`src/rtl/volatility_feed.sv`:
```
// Top-of-book front end: keeps per-stock best bid/ask, coalesces bursts and issues
// paced round-robin updates. Define VOLFEED_STATS_EN to add the o_coalesce_count port.
module volatility_feed #(
  parameter int DATA_WIDTH = 32,
  parameter int NUM_STOCKS = 4,
  parameter int ISSUE_GAP  = 2
) (
  input  logic                          i_clk,
  input  logic                          i_reset,
  input  logic [$clog2(NUM_STOCKS)-1:0] i_stock_id,
  input  logic                          i_data_valid,
  input  logic                          i_side,
  input  logic [DATA_WIDTH-1:0]         i_price,
  output logic [$clog2(NUM_STOCKS)-1:0] o_stock_id,
  output logic [DATA_WIDTH-1:0]         o_best_ask,
  output logic [DATA_WIDTH-1:0]         o_best_bid,
  output logic                          o_data_valid,
`ifdef VOLFEED_STATS_EN
  output logic [31:0]                   o_coalesce_count,
`endif
  output logic [NUM_STOCKS-1:0]         o_pending
);
  localparam int SW = $clog2(NUM_STOCKS);
  localparam logic [1:0] S_IDLE  = 2'd0;
  localparam logic [1:0] S_ISSUE = 2'd1;
  localparam logic [1:0] S_GAP   = 2'd2;
  localparam logic [3:0] GAP_LAST = 4'((ISSUE_GAP > 0) ? ISSUE_GAP - 1 : 0);

  logic [DATA_WIDTH-1:0] r_bid [NUM_STOCKS];
  logic [DATA_WIDTH-1:0] r_ask [NUM_STOCKS];
  logic [NUM_STOCKS-1:0] r_bid_seen, r_ask_seen, r_pending;
  logic [SW-1:0]         r_ptr;
  logic [1:0]            r_state;
  logic [3:0]            r_gap_cnt;
  logic [SW-1:0]         r_stock_id;
  logic [DATA_WIDTH-1:0] r_best_ask, r_best_bid;
  logic                  r_data_valid;

  logic [SW-1:0]         w_cand, w_idx;
  logic                  w_slot, w_issue, w_book_ok;
  logic [DATA_WIDTH-1:0] w_new_bid, w_new_ask;
  logic [NUM_STOCKS-1:0] w_pend_nxt;

  // Rotating priority: lowest offset from r_ptr wins, so scan offsets high to low.
  always_comb begin
    w_cand = r_ptr;
    w_idx  = r_ptr;
    for (int i = NUM_STOCKS - 1; i >= 0; i--) begin
      w_idx = r_ptr + SW'(i);
      if (r_pending[w_idx]) w_cand = w_idx;
    end
  end

  always_comb begin
    case (r_state)
      S_IDLE:  w_slot = 1'b1;
      S_ISSUE: w_slot = (ISSUE_GAP == 0);
      S_GAP:   w_slot = (r_gap_cnt == GAP_LAST);
      default: w_slot = 1'b1;
    endcase
    w_issue = w_slot && (|r_pending);
  end

  // Book validity is judged on the values as they will be after this write.
  always_comb begin
    w_new_bid = i_side ? r_bid[i_stock_id] : i_price;
    w_new_ask = i_side ? i_price : r_ask[i_stock_id];
    w_book_ok = (i_side ? r_bid_seen[i_stock_id] : 1'b1) &&
                (i_side ? 1'b1 : r_ask_seen[i_stock_id]) &&
                (w_new_bid < w_new_ask);
    w_pend_nxt = r_pending;
    if (w_issue) w_pend_nxt[w_cand] = 1'b0;
    if (i_data_valid && w_book_ok) w_pend_nxt[i_stock_id] = 1'b1;
  end

  always_ff @(posedge i_clk) begin
    if (i_reset) begin
      for (int s = 0; s < NUM_STOCKS; s++) begin
        r_bid[s] <= '0;
        r_ask[s] <= '0;
      end
      r_bid_seen   <= '0;
      r_ask_seen   <= '0;
      r_pending    <= '0;
      r_ptr        <= '0;
      r_state      <= S_IDLE;
      r_gap_cnt    <= '0;
      r_stock_id   <= '0;
      r_best_ask   <= '0;
      r_best_bid   <= '0;
      r_data_valid <= 1'b0;
    end else begin
      if (i_data_valid) begin
        if (i_side) begin
          r_ask[i_stock_id]      <= i_price;
          r_ask_seen[i_stock_id] <= 1'b1;
        end else begin
          r_bid[i_stock_id]      <= i_price;
          r_bid_seen[i_stock_id] <= 1'b1;
        end
      end
      r_pending    <= w_pend_nxt;
      r_data_valid <= w_issue;
      if (w_issue) begin
        r_stock_id <= w_cand;
        r_best_ask <= r_ask[w_cand];
        r_best_bid <= r_bid[w_cand];
        r_ptr      <= w_cand + 1'b1;
        r_state    <= S_ISSUE;
      end else if (r_state == S_ISSUE && ISSUE_GAP > 0) begin
        r_state   <= S_GAP;
        r_gap_cnt <= '0;
      end else if (r_state == S_GAP && r_gap_cnt != GAP_LAST) begin
        r_gap_cnt <= r_gap_cnt + 1'b1;
      end else begin
        r_state <= S_IDLE;
      end
    end
  end

`ifdef VOLFEED_STATS_EN
  logic [31:0] r_coalesce_count;
  always_ff @(posedge i_clk) begin
    if (i_reset) r_coalesce_count <= '0;
    else if (i_data_valid && w_book_ok && r_pending[i_stock_id] &&
             !(w_issue && w_cand == i_stock_id) && r_coalesce_count != '1)
      r_coalesce_count <= r_coalesce_count + 1'b1;
  end
  assign o_coalesce_count = r_coalesce_count;
`endif

  assign o_stock_id   = r_stock_id;
  assign o_best_ask   = r_best_ask;
  assign o_best_bid   = r_best_bid;
  assign o_data_valid = r_data_valid;
  assign o_pending    = r_pending;
endmodule

```
`config.mk`:
```
export PLATFORM = sky130hd
export DESIGN_NAME = volatility_feed
export DESIGN_NICKNAME = d
export VERILOG_FILES = /design/src/rtl/volatility_feed.sv
export SDC_FILE = /design/constraint.sdc
export NUM_CORES = 1
export LEC_CHECK = 0
export ABC_AREA = 0
export ABC_CLOCK_PERIOD_IN_PS = 3700
export BUFFER_PORTS_ARGS = -buffer_cell sky130_fd_sc_hd__buf_2
export CAP_MARGIN = 20
export CORE_MARGIN = 2
export CORE_UTILIZATION = 50
export DETAILED_ROUTE_END_ITERATION = 7
export MAX_ROUTING_LAYER = met4
export PLACE_DENSITY = 0.75
export SLEW_MARGIN = 25
export SYNTH_ARGS = -nofsm -noshare
export SYNTH_HDL_FRONTEND = slang
export SYNTH_SLANG_ARGS = --single-unit
```
`constraint.sdc`:
```
create_clock -name i_clk -period 3.7 [get_ports i_clk]
set_input_delay 0 -clock i_clk [delete_from_list [all_inputs] [get_ports i_clk]]
set_output_delay 0 -clock i_clk [all_outputs]
set_load 0.02 [all_outputs]
```
[Word level (Yosys, flattened, before mapping)]
Memory sizes are Yosys's and may differ from the RTL's. A register that Yosys moved wholly into a read port is not among the register bits.
Cells that the tools add are included.
Storage, ports and cells
  register bits: 23
  latch bits: 0
  memory bits (writable): 256
  bits in read-only memories: 0
  input bits: 38
  output and inout port bits: 71
  logic and storage cells: 101
  memories kept: 2
Memory list
  r_ask: words 4, width 32, rd ports 2, clocked after memory_dff 1, wr ports 4, RTL line 30  | logic [DATA_WIDTH-1:0] r_ask [NUM_STOCKS];
  r_bid: words 4, width 32, rd ports 2, clocked after memory_dff 1, wr ports 4, RTL line 29  | logic [DATA_WIDTH-1:0] r_bid [NUM_STOCKS];
Operators by class
  add/sub/neg operators: 5
  $mul: 0
  div/mod/pow operators: 0
  $lt $le $gt $ge: 9
  equal/unequal tests: 6
  shifts and indexed selects: 0
  muxes and demuxes: 48
  bitwise logic cells: 7
  reductions and logical operators: 15
Operators with widths (number)
  32-bit two-way mux: 4
  32-bit OR reduction: 2
  32-bit < comparator: 1
  1-bit two-way mux: 23
  2-bit by 3-bit < comparator with 1-bit output, second input constant: 6
  2-bit two-way mux: 8
  4-bit two-way mux: 4
  1-bit binary-select mux with 2-bit select: 6
  4-bit OR: 3
  1-bit logical AND: 7
  2-bit AND reduction: 3
  2-bit by 1-bit adder with 2-bit output, second input constant: 2
  2-bit adder, second input constant: 2
  4-bit by 1-bit adder with 4-bit output, second input constant: 1
  4-bit AND: 1
  1-bit demux with 2-bit select: 2
  4-bit by 1-bit equality test with 1-bit output, second input constant: 1
  2-bit by 1-bit greater-or-equal comparator with 1-bit output, second input constant: 2
  4-bit by 1-bit != test with 1-bit output, second input constant: 1
  4-bit NOT: 1
  4-bit OR reduction: 1
  3-bit != test, second input constant: 1
  2-bit by 1-bit equality test with 1-bit output, second input constant: 1
  2-bit equality test, second input constant: 1
  5 further kinds: 6

[Longest topological paths before layout]
  word-level depth: 16
  depth in mapped cells: 12
  depth with buffers taken out: 9

[Worst setup path before layout]
OpenSTA, ideal clock, no wires.
  path type: input port to flip-flop
  from: input i_stock_id[1]
  to: register r_pending[0] (netlist: o_pending[0])
  library setup time: 133 ps
  arrival: 2778 ps
  required time: 3567 ps
  setup slack: 789 ps
  stages on the path: 11
  cell sequence: clkbuf_1 buf_1 mux4_2 mux2_2 ha_1 nand2_1 or3_1 a311oi_1 a2111oi_1 o41ai_2 o31ai_1
On the way
  cells in the longest elaborated chain, start to end: 7
  elaborated cells on any way between the ends: 21
  those cells by class: order compare: 3; mux: 11; bitwise: 1; reduce/logical: 4; memory: 2
RTL lines
  from (decl): RTL line 10  | input logic [$clog2(NUM_STOCKS)-1:0] i_stock_id,
  parallel branches: the longest is 6 deep, another holds memory 4 x 32 bit
  4-bit two-way mux *: RTL line 73  | if (i_data_valid && w_book_ok) w_pend_nxt[i_stock_id] = 1'b1;
  to (signal assigned): RTL line 102  | r_pending <= w_pend_nxt;
  to (decl): RTL line 31  | logic [NUM_STOCKS-1:0] r_bid_seen, r_ask_seen, r_pending;
Every way passes the cells marked *. The select of a mux whose other input is x is not followed.
A chain may end at the register's enable or synchronous reset.

==> results.md <==
* Kind of critical path: flip-flop to flip-flop
* Worst Skew at 14.4 ps
* Hold slack at between 300 and 400 ps
* Type of origin of the critical path: flip-flop
* Mapped cell area at between 0.015 and 0.02 sq mm
* Final nets at 1592
* Synthesized flop and latch total at 343
* Worst-Margin Slew at approximately 960 ps
* Synth Area in Compound Gates at 4.89%
* Share of cells above drive strength 1 at 26.2%
* Die Y at about 190 um
* Layout Area Growth over Synthesis at 15.8%
* Die span in x at ~190 um
* Setup TNS at 0 ps
* Clk sinks at 343
* Worst path required time at 4140 ps
* Die ar. at approximately 0.037 sq mm
* Vias per std cell at 5.88
* Synth area leaders: edfxtp_1 43%, dfxtp_1 9.8%, mux2i_1 9.4%
* Crit path time final at about 3300 ps
* Worst Hold Depth at 4
* Antenna violations before repair at 2
* DR vias at 11800
* Final period util at 90.0%
* Grt met2 use at 40.1%
* Global-route wire length before repair at 68.1 mm
* Core Box Area at 0.0347 sq mm
* Syn nets at 1472
* Rows at 68
* Crit path max fanout at 4
* Crit-path cells: mux4_2 > mux2_2 > ha_1 > a21oi_1 > nor2_1 > o311a_1 > a2111oi_1 > o41ai_2 > o31ai_1
* Slowest stage delay, CP at around 640 ps
* Relative max-transition margin at 36.0%
* Final setup fails at 0
* Power per cell area at between 500 and 600 mW/mm^2
* Starting Density at 51.1%
* Synth top area share at 43.3%
* Initial DRT Pass Iterations at 5
* Total gr overflow at 0
* Syn Inst Count at approximately 1400
* Post-synthesis sequential area ratio at 53.1%
* Status: completed
* H-Tree Depth at 2
* I/O pins at 109
* Post-Synth Adder-Cell Area at 2.61%
* Post-synth top area cell: edfxtp_1
* Number of max-slew violations in the final report at 0
* CTS clock-pin slew for the worst setup and hold paths at 60 ps
* Vias in the first global route at 12000
* Final core occ at 59.2%
* RSZ-0062 raised after global routing: false
* GR Util All Layers at about a quarter
* Drt drc at 0
* Pin count of the biggest net entering global routing at 75
* WP data arrival at around 3800 ps
* CTS root buf: clkbuf_16
* Max_cap viols at 0
* DRT Wirelength at 43.8 mm
* Cell depth of the worst flop-to-flop path at 9
* Worst skew pair latency at 530 ps
* Most common cell after layout, fill and taps aside: edfxtp_1
* Drt first-iter violations at just under 1000
* Syn avg cell area at 12.7 sq um
* Mux contribution to synthesized area at roughly a quarter
* Gpl congestion at 0.866
* Peak VDD IR at around 0.29 mV
* Met3 Usage GRT at about 3.2%
* CP max-delay cell: a2111oi_1
* Clock tree buffer depth at 3
* Most frequent cells in the layout: 256 x edfxtp_1, 166 x mux2i_1, 160 x nor2_1, 106 x buf_2, 95 x mux2_2
* Grt peak-use layer: met2
* Post-detail-place hpwl at ~27 mm
* YS warnings at 0
* XOR/XNOR Fraction of Synth Area at 0.0494%
* Post-synth cell types at 57
* Worst min-delay path category: input pin to flip-flop
* Post-route ant nets at 0
* Leak at between 7 and 8 nW
* CTS buffer count at 38
* Port Buffers at 108
* Crit end category: flip-flop
* CTS resizes at 0
* Fmax at roughly 0.30 GHz
* CTS tree: built
* Total power at 0.0104 W
* Largest family of logic cells by synthesized area: multiplexers
* Final hold vios at 0
* Routing usage on met1 at 32.6%
* Synth Area in Simple Gates at 11.3%
* WL per Instance at 21.9 um
## stage by stage
| step | std cells | setup WS (ps) | area [sq um] |
|---|---|---|---|
| after detailed placement | 1897 | 200 | 18800 |
| after floorplan | 1397 | 789 | 17700 |
| final | 2004 | 371 | 20600 |
| after global placement | 1897 | 333 | 18800 |
| after CTS | 2002 | 356 | 20500 |
| after global routing | 2004 | 237 | 20600 |
## flip-flops by register name (all words and copies together), names as in the netlist
name / flops
o_best_ask: 32
o_best_bid: 32
o_data_valid: 1
o_pending: 4
o_stock_id: 2
r_ask: 128
r_ask_seen: 4
r_bid: 128
r_bid_seen: 4
r_gap_cnt: 4
r_ptr: 2
r_state: 2
## final timing paths
check                                    from       endpoint  slack [ps]
worst max-delay path             r_bid[2][10]   o_pending[0]         370
worst min register to register  r_ask_seen[1]  r_ask_seen[1]         480
worst min-delay path                   i_side   o_pending[1]         350
worst max register to register   r_bid[2][10]   o_pending[0]         370
## area by class of cell
| type | count | area [sq um] |
|---|---|---|
| multi-input combinational | 892 | 7570 |
| clock buffer | 51 | 1090 |
| timing repair buffer | 181 | 1330 |
| clock inverter | 19 | 322 |
| sequential | 343 | 9430 |
| inverter | 61 | 229 |
| tap | 455 | 569 |
| fill | 2779 | 14200 |
| antenna | 2 | 5.00 |
## cells in the mapped netlist, drive strengths merged
cell     count
mux2        96
o21ai       15
o21bai       1
a31oi        1
o31ai        4
o311a        2
nand4        5
a2111oi      2
a41oi        1
and2        18
o31a         1
o41ai        1
o311ai       1
dfxtp       87
o221ai       1
o21a         1
clkbuf      55
nor2       163
a21o         2
a311oi       1
edfxtp     256
mux4        63
and3        52
or3          2
a211oi       3
o22ai       65
inv         61
nor2b        5
nor4         1
nand2       71
mux2i      166
nor3         5
nor3b        1
or2          3
nand3b       5
a21oi       15
buf         46
nand3        5
nand2b      76
xor2         1
ha          37
## report_power, final
part	internal, W	total [W]	switching (W)	leakage, nW
Sequential	0.00438	0.00451	0.000128	3.16
Combinational	0.000708	0.00159	0.000883	4.02
Clock	0.00271	0.00426	0.00155	0.687
## worst max-delay path: cells and delay by family, from the launching register on
family                   cells  cell delay [ps]
flip-flops                   1              390
adder cells (fa/ha/maj)      1              330
multiplexers                 2              760
AND/OR/NAND/NOR              1               70
AO/OA/AOI/OAI                5             1700
## cells by family (layout without fill, tap and decap cells)
logic type      count (synthesis)  after routing
compound gates                117            117
xor+xnor                        1              1
buf+inv                       162            312
mux                           325            325
flops                         343            343
other cells                     0              2
fa+ha+maj                      37             37
simple gates                  412            412
## per-layer routing
layer  vias up  share of wire [%]  wire (um)
met5         -                  0          0
met2       483                 48      21200
met3        96                7.2       3170
li1       5390                  -          -
met4         0                2.5       1110
met1      5823                 42      18300
## what timing repair did
| item | in CTS | in global routing |
|---|---|---|
| hold endpoints to repair | 267 | 0 |
| hold buffers | 35 | 0 |
| setup buffers | 0 | 0 |
No activity file was read; power rests on OpenSTA's default activity.
